`src/rtl/pwm_dac_pkg.sv`:
```
// Shared constants and helpers for the multi-channel PWM DAC.
// Mode encoding is fixed so software and RTL agree on the meaning of the mode pin.
package pwm_dac_pkg;

  localparam logic MODE_EDGE   = 1'b0;
  localparam logic MODE_CENTER = 1'b1;

  // Channel-index width, never narrower than one bit.
  function automatic int unsigned ch_width(input int unsigned channels);
    int unsigned w;
    w = 1;
    if (channels > 1) begin
      w = $clog2(channels);
    end
    return w;
  endfunction

endpackage

```
`src/rtl/pwm_dac_if.sv`:
```
// Duty-code write port: valid/ready handshake carrying a channel index and a code.
// The sample-generation logic is the master, the DAC is the slave.
interface pwm_dac_if #(
  parameter int unsigned WIDTH = 12,
  parameter int unsigned CH_W  = 2
);

  logic             din_valid;
  logic             din_ready;
  logic [CH_W-1:0]  din_ch;
  logic [WIDTH-1:0] din;

  modport master (
    output din_valid,
    output din_ch,
    output din,
    input  din_ready
  );

  modport slave (
    input  din_valid,
    input  din_ch,
    input  din,
    output din_ready
  );

endinterface

```
`src/rtl/pwm_dac_chan.sv`:
```
// One PWM channel: shadow/active duty registers, compare against the shared counter,
// and the registered output pin.
module pwm_dac_chan #(
  parameter int unsigned WIDTH = 12
) (
  input  logic             clk_i,
  input  logic             rst_i,
  input  logic             commit_i,
  input  logic             wr_en_i,
  input  logic [WIDTH-1:0] wr_data_i,
  input  logic [WIDTH:0]   cnt_i,
  input  logic             center_i,
  output logic             dac_o
);

  logic [WIDTH-1:0] shadow_q;
  logic [WIDTH-1:0] active_q;
  logic [WIDTH-1:0] fold;
  logic [WIDTH:0]   thresh;
  logic             hit_d;
  logic             dac_q;

  always_comb begin
    // Center mode folds the up/down halves of the period onto one ramp.
    fold   = cnt_i[WIDTH] ? ~cnt_i[WIDTH-1:0] : cnt_i[WIDTH-1:0];
    thresh = {1'b1, {WIDTH{1'b0}}} - {1'b0, active_q};
    if (center_i) begin
      hit_d = ({1'b0, fold} >= thresh);
    end else begin
      hit_d = (cnt_i[WIDTH-1:0] < active_q);
    end
  end

  always_ff @(posedge clk_i or posedge rst_i) begin
    if (rst_i) begin
      shadow_q <= '0;
      active_q <= '0;
      dac_q    <= 1'b0;
    end else begin
      if (wr_en_i) begin
        shadow_q <= wr_data_i;
      end
      // A write landing on the commit edge bypasses the shadow.
      if (commit_i) begin
        active_q <= wr_en_i ? wr_data_i : shadow_q;
      end
      dac_q <= hit_d;
    end
  end

  assign dac_o = dac_q;

endmodule

```
`src/rtl/pwm_dac_multi.sv`:
```
// Multi-channel PWM DAC: shared period counter, boundary commit of duty codes and mode,
// write-port decode and the period_start marker.
module pwm_dac_multi
  import pwm_dac_pkg::*;
#(
  parameter int unsigned WIDTH    = 12,
  parameter int unsigned CHANNELS = 4,
  parameter int unsigned CH_W     = ch_width(CHANNELS)
) (
  input  logic                dac_clk,
  input  logic                rst,
  pwm_dac_if.slave            wr,
  input  logic                mode,
  output logic                period_start,
  output logic [CHANNELS-1:0] dac_out
);

  logic [WIDTH:0]      cnt_q;
  logic [WIDTH:0]      cnt_d;
  logic                active_mode_q;
  logic                ready_q;
  logic                period_start_q;
  logic                wrap;
  logic                wr_fire;
  logic [CHANNELS-1:0] wr_en;

  always_comb begin
    if (active_mode_q == MODE_CENTER) begin
      wrap = &cnt_q;
    end else begin
      wrap = &cnt_q[WIDTH-1:0];
    end
    cnt_d = wrap ? '0 : cnt_q + (WIDTH+1)'(1);
  end

  // Out-of-range channel indices match no channel and are silently dropped.
  always_comb begin
    wr_fire = wr.din_valid & ready_q;
    wr_en   = '0;
    for (int unsigned i = 0; i < CHANNELS; i++) begin
      if (wr_fire && (wr.din_ch == CH_W'(i))) begin
        wr_en[i] = 1'b1;
      end
    end
  end

  always_ff @(posedge dac_clk or posedge rst) begin
    if (rst) begin
      cnt_q          <= '0;
      active_mode_q  <= MODE_EDGE;
      ready_q        <= 1'b0;
      period_start_q <= 1'b0;
    end else begin
      cnt_q          <= cnt_d;
      ready_q        <= 1'b1;
      // Registered alongside the channel outputs so both see counter value 0 together.
      period_start_q <= (cnt_q == '0);
      if (wrap) begin
        active_mode_q <= mode;
      end
    end
  end

  for (genvar g = 0; g < CHANNELS; g++) begin : g_chan
    pwm_dac_chan #(
      .WIDTH (WIDTH)
    ) u_chan (
      .clk_i     (dac_clk),
      .rst_i     (rst),
      .commit_i  (wrap),
      .wr_en_i   (wr_en[g]),
      .wr_data_i (wr.din),
      .cnt_i     (cnt_q),
      .center_i  (active_mode_q == MODE_CENTER),
      .dac_o     (dac_out[g])
    );
  end

  assign wr.din_ready = ready_q;
  assign period_start = period_start_q;

endmodule

```
`src/flat_wrapper.sv`:
```
// flat-port wrapper written by rule: the top's interface ports become plain ports
module pwm_dac_multi_flat import pwm_dac_pkg::*;
#(
  parameter int unsigned WIDTH    = 12,
  parameter int unsigned CHANNELS = 4,
  parameter int unsigned CH_W     = ch_width(CHANNELS)
)
  (dac_clk, rst, mode, period_start, dac_out, wr_din_valid, wr_din_ch, wr_din, wr_din_ready);
  pwm_dac_if #(.WIDTH(WIDTH), .CH_W(CH_W)) wr_i ();
  input  logic dac_clk;
  input  logic rst;
  input  logic mode;
  output logic period_start;
  output logic [CHANNELS-1:0] dac_out;
  input wire logic [$bits(wr_i.din_valid)-1:0] wr_din_valid;
  input wire logic [$bits(wr_i.din_ch)-1:0] wr_din_ch;
  input wire logic [$bits(wr_i.din)-1:0] wr_din;
  output wire logic [$bits(wr_i.din_ready)-1:0] wr_din_ready;
  assign wr_i.din_valid = wr_din_valid;
  assign wr_i.din_ch = wr_din_ch;
  assign wr_i.din = wr_din;
  assign wr_din_ready = wr_i.din_ready;
  pwm_dac_multi #(.WIDTH(WIDTH), .CHANNELS(CHANNELS), .CH_W(CH_W)) u_core (.dac_clk(dac_clk), .rst(rst), .wr(wr_i), .mode(mode), .period_start(period_start), .dac_out(dac_out));
endmodule
```
`config.mk`:
```
export PLATFORM = sky130hd
export DESIGN_NAME = pwm_dac_multi_flat
export DESIGN_NICKNAME = d
export VERILOG_FILES = /design/src/rtl/pwm_dac_pkg.sv /design/src/rtl/pwm_dac_if.sv /design/src/rtl/pwm_dac_chan.sv /design/src/rtl/pwm_dac_multi.sv /design/src/flat_wrapper.sv
export SDC_FILE = /design/constraint.sdc
export NUM_CORES = 1
export LEC_CHECK = 0
export CAP_MARGIN = 25
export CORE_MARGIN = 2
export CORE_UTILIZATION = 47
export DETAILED_ROUTE_END_ITERATION = 12
export PLACE_DENSITY_LB_ADDON = 0.15
export SYNTH_ARGS = -nofsm -noshare
export SYNTH_HDL_FRONTEND = slang
export SYNTH_SLANG_ARGS = --single-unit
```
`constraint.sdc`:
```
create_clock -name dac_clk -period 4.21 [get_ports dac_clk]
set_input_delay 0.842 -clock dac_clk [delete_from_list [all_inputs] [get_ports dac_clk]]
set_output_delay 0.842 -clock dac_clk [all_outputs]
set_load 0.01 [all_outputs]
```
Yosys cells after proc, flatten, opt, wreduce, memory -nomap -nowiden --
Cells that the tools add are included.
Word-level totals: word-level logic and storage cells 57, input bits 18, bits in registers 116
Cells by class: reduce and logical (&&, ||, !) cells 8, add/sub/neg operators 5, bitwise gates (word level) 2, mux-type cells 15, eq/ne operators 3, order comparisons 8
Operator list (number):
- 2-to-1 mux 12 bit | 5
- >= comparator 12 x 13 -> 1 bit | 4
- subtractor 13 x 12 -> 13 bit, first input constant | 4
- < comparator 12 bit | 4
- adder 13 x 1 -> 13 bit, second input constant | 1
- zero test 13 bit | 1
- 2-to-1 mux 13 bit | 1
- AND reduction 13 bit | 1
- inverter 12 bit | 1
- AND reduction 12 bit | 1
- 2-to-1 mux 1 bit | 9
- equality test 2 bit, second input constant | 2
- logical AND 1 bit | 4
- equality test 2 x 1 -> 1 bit, second input constant | 1
- zero test 2 bit | 1
- AND 1 bit | 1

Logic depth before layout (Yosys ltp) --
depth in word-level cells 4, gate-level depth with buffers 11

Modules after synthesis --
A second synthesis with hierarchy kept.
Second synthesis, totals: cell total of the unflattened synthesis 758, area total of the unflattened synthesis 7763.7 um^2
By module, submodules not included:
- pwm_dac_chan | instances 4, cells an instance 170, area an instance 1736.7 um^2, sequential area each 625.6 um^2
- pwm_dac_multi | instances 1, cells an instance 78, area an instance 817.0 um^2, sequential area each 400.4 um^2

Worst setup path before layout --
No wires, ideal clock.
path type reg2reg, from register u_core.g_chan[3].u_chan.active_q[2], to register u_core.g_chan[3].u_chan.dac_q, clock period less this slack 2.753 ns, arrival time 2.617 ns, required time 4.074 ns, cell stages (with the launch flop) 11, path buffers 0, path slack 1.457 ns, setup time 0.136 ns, path through dfrtp_1 or3_4 or4_4 or3_4 nor2_1 xnor2_1 ha_1 o21a_1 o21a_1 o221ai_1 o22ai_1
Between the ends: longest elaborated chain between the ends 3
RTL lines:
- from (decl) | RTL line pwm_dac_chan.sv:17 | logic [WIDTH-1:0] active_q;
- from (signal assigned) | RTL line pwm_dac_chan.sv:45 | active_q <= wr_en_i ? wr_data_i : shadow_q;
- subtractor 13 x 12 -> 13 bit | RTL line pwm_dac_chan.sv:26 | thresh = {1'b1, {WIDTH{1'b0}}} - {1'b0, active_q};
- >= comparator 12 x 13 -> 1 bit | RTL line pwm_dac_chan.sv:28 | hit_d = ({1'b0, fold} >= thresh);
- 2-to-1 mux 1 bit * | RTL line pwm_dac_chan.sv:27 | if (center_i) begin
- named net u_core.g_chan[3].u_chan.hit_d | RTL line pwm_dac_chan.sv:20 | logic hit_d;
- to (signal assigned) | RTL line pwm_dac_chan.sv:47 | dac_q <= hit_d;
- to (decl) | RTL line pwm_dac_chan.sv:21 | logic dac_q;
Mark *: on every way through the listed nets, which the timed path passes. The rest lies on a longest branch. A chain may end at the register's enable or synchronous reset.

Final worst setup path --
from register u_core.g_chan[1].u_chan.active_q[2], to register u_core.g_chan[1].u_chan.dac_q
Between the ends: longest elaborated chain between the ends 3
RTL lines (RTL line):
- from (decl) | pwm_dac_chan.sv:17
- from (signal assigned) | pwm_dac_chan.sv:45
- subtractor 13 x 12 -> 13 bit | pwm_dac_chan.sv:26
- >= comparator 12 x 13 -> 1 bit | pwm_dac_chan.sv:28
- 2-to-1 mux 1 bit * | pwm_dac_chan.sv:27
- named net u_core.g_chan[1].u_chan.hit_d | pwm_dac_chan.sv:20
- to (signal assigned) | pwm_dac_chan.sv:47
- to (decl) | pwm_dac_chan.sv:21
Marked as above.

==> flow_summary.toml <==
[outcome]
status = "complete, no violations"

[route]
drcViolationCount = 0
wirelength_microns = 19400
topRoutingLayerUsed = "met4"
drtAntennaViolNets = 0
initialDrtViolationCount = 432
wl_met1_microns = 9520
vias_per_cell = 5.84
wl_met2_microns = 8200
num_vias = 5539
wl_met3_microns = 1170
drt-pass1-iter-count = 5
avgRoutedWirePerCell_microns = 20.5

[die]
design.core.area_sq_um = 15100
dieArea_sq_um = 16500
start_util_pct = 48.0
rows = 45
die_h_microns = 128
pin_count = 24
dieWidth_microns = 128

[clock_tree]
clock_latency_ns = 0.42
cts_resized = 0
htreeDepth = 4
clk_path_buf_depth = 2
cts_root_buf = "clkbuf_16"
path_clk_slew_ns = 0.06
clock-sinks = 116
holdBufCountCts = 0
numCtsBuffers = 17
cts_tree = "built"
post-cts-setup-buffers = 0

[grt]
grt_pass1_wl_microns = 31100
grt_remaining_overflow = 0
grt_pass1_vias = 5496
grt_max_degree = 98
grtUsageTotal_pct = 25.2
antenna_found_initial = 0

[critical_path]
worstSetupEndpointType = "flop"
r2r_cells = 11
rrSetupSlack_ns = 1.14
crit_required_ns = 4.49
arrival_ns = 3.36
startpoint_type = "flop"
crit_buf_inv = 0
path_cells = "or4_1, nor3_1, nand2_1, nor3_1, xnor2_1, ha_1, a21oi_1, nor2b_1, a2111oi_0, o21a_1, o22ai_1"
r2r_start = "u_core.g_chan[1].u_chan.active_q[2]"
critPathSlowestCell = "or4_1"
max_stage_delay_ns = 0.59
path_class = "flop to flop"
path_max_fanout = 5
crit_top_cell = "nor3_1"
rr_endpoint = "u_core.g_chan[1].u_chan.dac_o"
critPathTopFamily = "simple AND/OR/NAND/NOR gates"

[sta]
finalSetupViolCount = 0
finalSetupTns_ns = 0
slew_headroom_pct = 35.6
post-route-period-util_pct = 73.0
hold_viol_final = 0
max_freq_mhz = 325
worst_pin_slew_ns = 0.966
period_needed_ns = 3.07
rsz0062_at_grt = "no"
layout_setup_ws_ns = 1.14
clock_skew_ns = 0.0121
hold_slack_ns = 0.498
slew_violations = 0

[power_and_ir_drop]
p_leak_nw = 3.84
finalPower_w = 0.00302
power.density_nw_per_um2 = 364
ir_drop_uv = 312

[hold_path]
holdPathEnd = "u_core.g_chan[2].u_chan.shadow_q[2]"
holdPathStages = 1
min_from = "u_core.g_chan[2].u_chan.shadow_q[2]"
hold_class = "flop to flop"

[placement]
dp_hpwl_microns = 14400
pre_cts_ws_ns = 1.25
portBuffers = 23
place_congestion = 0.957

[logic_synthesis]
synthFlopType = "dfrtp_1"
yosys.area.top_type = "dfrtp_1"
ys_types = 47
syn-cell-area_sq_um = 7270
synth_fp_nets = 842
yosysWarnings = 0
ys_seq_area_share_pct = 39.9
synth_area_leaders = "dfrtp_1 40%, ha_1 17%, mux2_2 7.4%"
ys_ff_latch = 116
synth_edf_count = 0
synth_cells = 726
syn_avg_cell_area_sq_um = 10.0
async_flop_share_pct = 100
synth_top_area_share_pct = 39.9

[flow_run]
cap_violations = 0

[final_layout]
final_cell_mix = "116 x dfrtp_1, 98 x ha_1, 74 x nor2_1"
nets = 863
drive_gt1_share_pct = 11.8
num-fill-cells = 1313
syn_to_final_growth_pct = 14.3
diodes = 0
final_common_cell = "dfrtp_1"
## cell usage after synthesis (4+ instances only)
| cell | number |
|---|---|
| a21oi_1 | 66 |
| a211oi_1 | 12 |
| clkbuf_1 | 12 |
| dfrtp_1 | 116 |
| o22ai_1 | 5 |
| o31ai_1 | 4 |
| a21o_1 | 5 |
| a21boi_0 | 4 |
| nor2_1 | 74 |
| or4_1 | 4 |
| o2111ai_1 | 4 |
| inv_1 | 60 |
| nand2_1 | 25 |
| o21a_1 | 5 |
| ha_1 | 98 |
| buf_4 | 4 |
| a2111oi_0 | 7 |
| mux2_2 | 48 |
| nor4_1 | 9 |
| o21ai_0 | 26 |
| nand4_1 | 11 |
| nor2b_1 | 4 |
| nor3_1 | 11 |
| xnor2_1 | 35 |
| buf_1 | 4 |
| xor2_1 | 20 |
| nand3_1 | 16 |
## how the worst max path moves through the flow
stage                     slack (ns)                                 from                             to  cells past startpoint
after floorplan                 0.30                                  rst           u_core.active_mode_q                      1
after global placement          1.29  u_core.g_chan[3].u_chan.active_q[2]  u_core.g_chan[3].u_chan.dac_o                     10
after detailed placement        1.25  u_core.g_chan[3].u_chan.active_q[2]  u_core.g_chan[3].u_chan.dac_o                     10
after CTS                       1.23  u_core.g_chan[3].u_chan.active_q[2]  u_core.g_chan[3].u_chan.dac_o                     11
after global routing            0.95  u_core.g_chan[1].u_chan.active_q[2]  u_core.g_chan[1].u_chan.dac_o                     11
final                           1.14  u_core.g_chan[1].u_chan.active_q[2]  u_core.g_chan[1].u_chan.dac_o                     11
## cells by family (layout without fill, tap and decap cells)
| kind of cell | count (synthesis) | count (layout) | synth area share (%) |
|---|---|---|---|
| muxes | 49 | 49 | 7.57 |
| buffers and inverters | 84 | 118 | 4.61 |
| adders and majority gates | 98 | 98 | 16.9 |
| DFF | 116 | 116 | 39.9 |
| and+or+nand+nor | 175 | 175 | 12.1 |
| AOI/OAI and AO/OA | 148 | 148 | 12.2 |
| xor gates and xnor gates | 55 | 55 | 6.63 |
| other | 1 | 1 | 0.0516 |
## flip-flops by register name (all words and copies together) (netlist names)
name	cells
u_core.cnt_q	13
u_core.wr.din_ready	1
u_core.period_start	1
u_core.g_chan.u_chan.dac_o	4
u_core.g_chan.u_chan.shadow_q	48
u_core.active_mode_q	1
u_core.g_chan.u_chan.active_q	48
## per-layer routing
layer | vias up | GRT usage, %
met4 | 0 | 8.99
met3 | 39 | 6.03
li1 | 2631 | -
met5 | - | 0
met1 | 2681 | 36.8
met2 | 188 | 36.5
## report_power, final
| part | switching [W] | internal (W) | total, W | leakage (nW) |
|---|---|---|---|---|
| Sequential | 0.0000245 | 0.00122 | 0.00124 | 1.51 |
| Clock | 0.000556 | 0.00103 | 0.00159 | 0.315 |
| Combinational | 0.0000960 | 0.0000980 | 0.000194 | 2.02 |
## area by class of cell
type / instances / area [sq um] / area share [%]
tap: 188 / 235 / 2.83
timing repair buffer: 26 / 265 / 3.19
multi-input combinational: 526 / 4030 / 48.5
clock buffer: 19 / 453 / 5.45
inverter: 60 / 228 / 2.74
clock inverter: 13 / 194 / 2.33
sequential: 116 / 2900 / 34.9
## per-stage QoR
| step | instance area (sq um) | util (%) | instances |
|---|---|---|---|
| after floorplan | 7270 | - | 726 |
| after global placement | 7660 | 50.6 | 916 |
| after detailed placement | 7660 | 50.6 | 916 |
| after CTS | 8310 | 54.9 | 948 |
| after global routing | 8310 | 54.9 | 948 |
| final | 8310 | 54.9 | 948 |
Note: power is estimated with default switching activity, not from simulation.
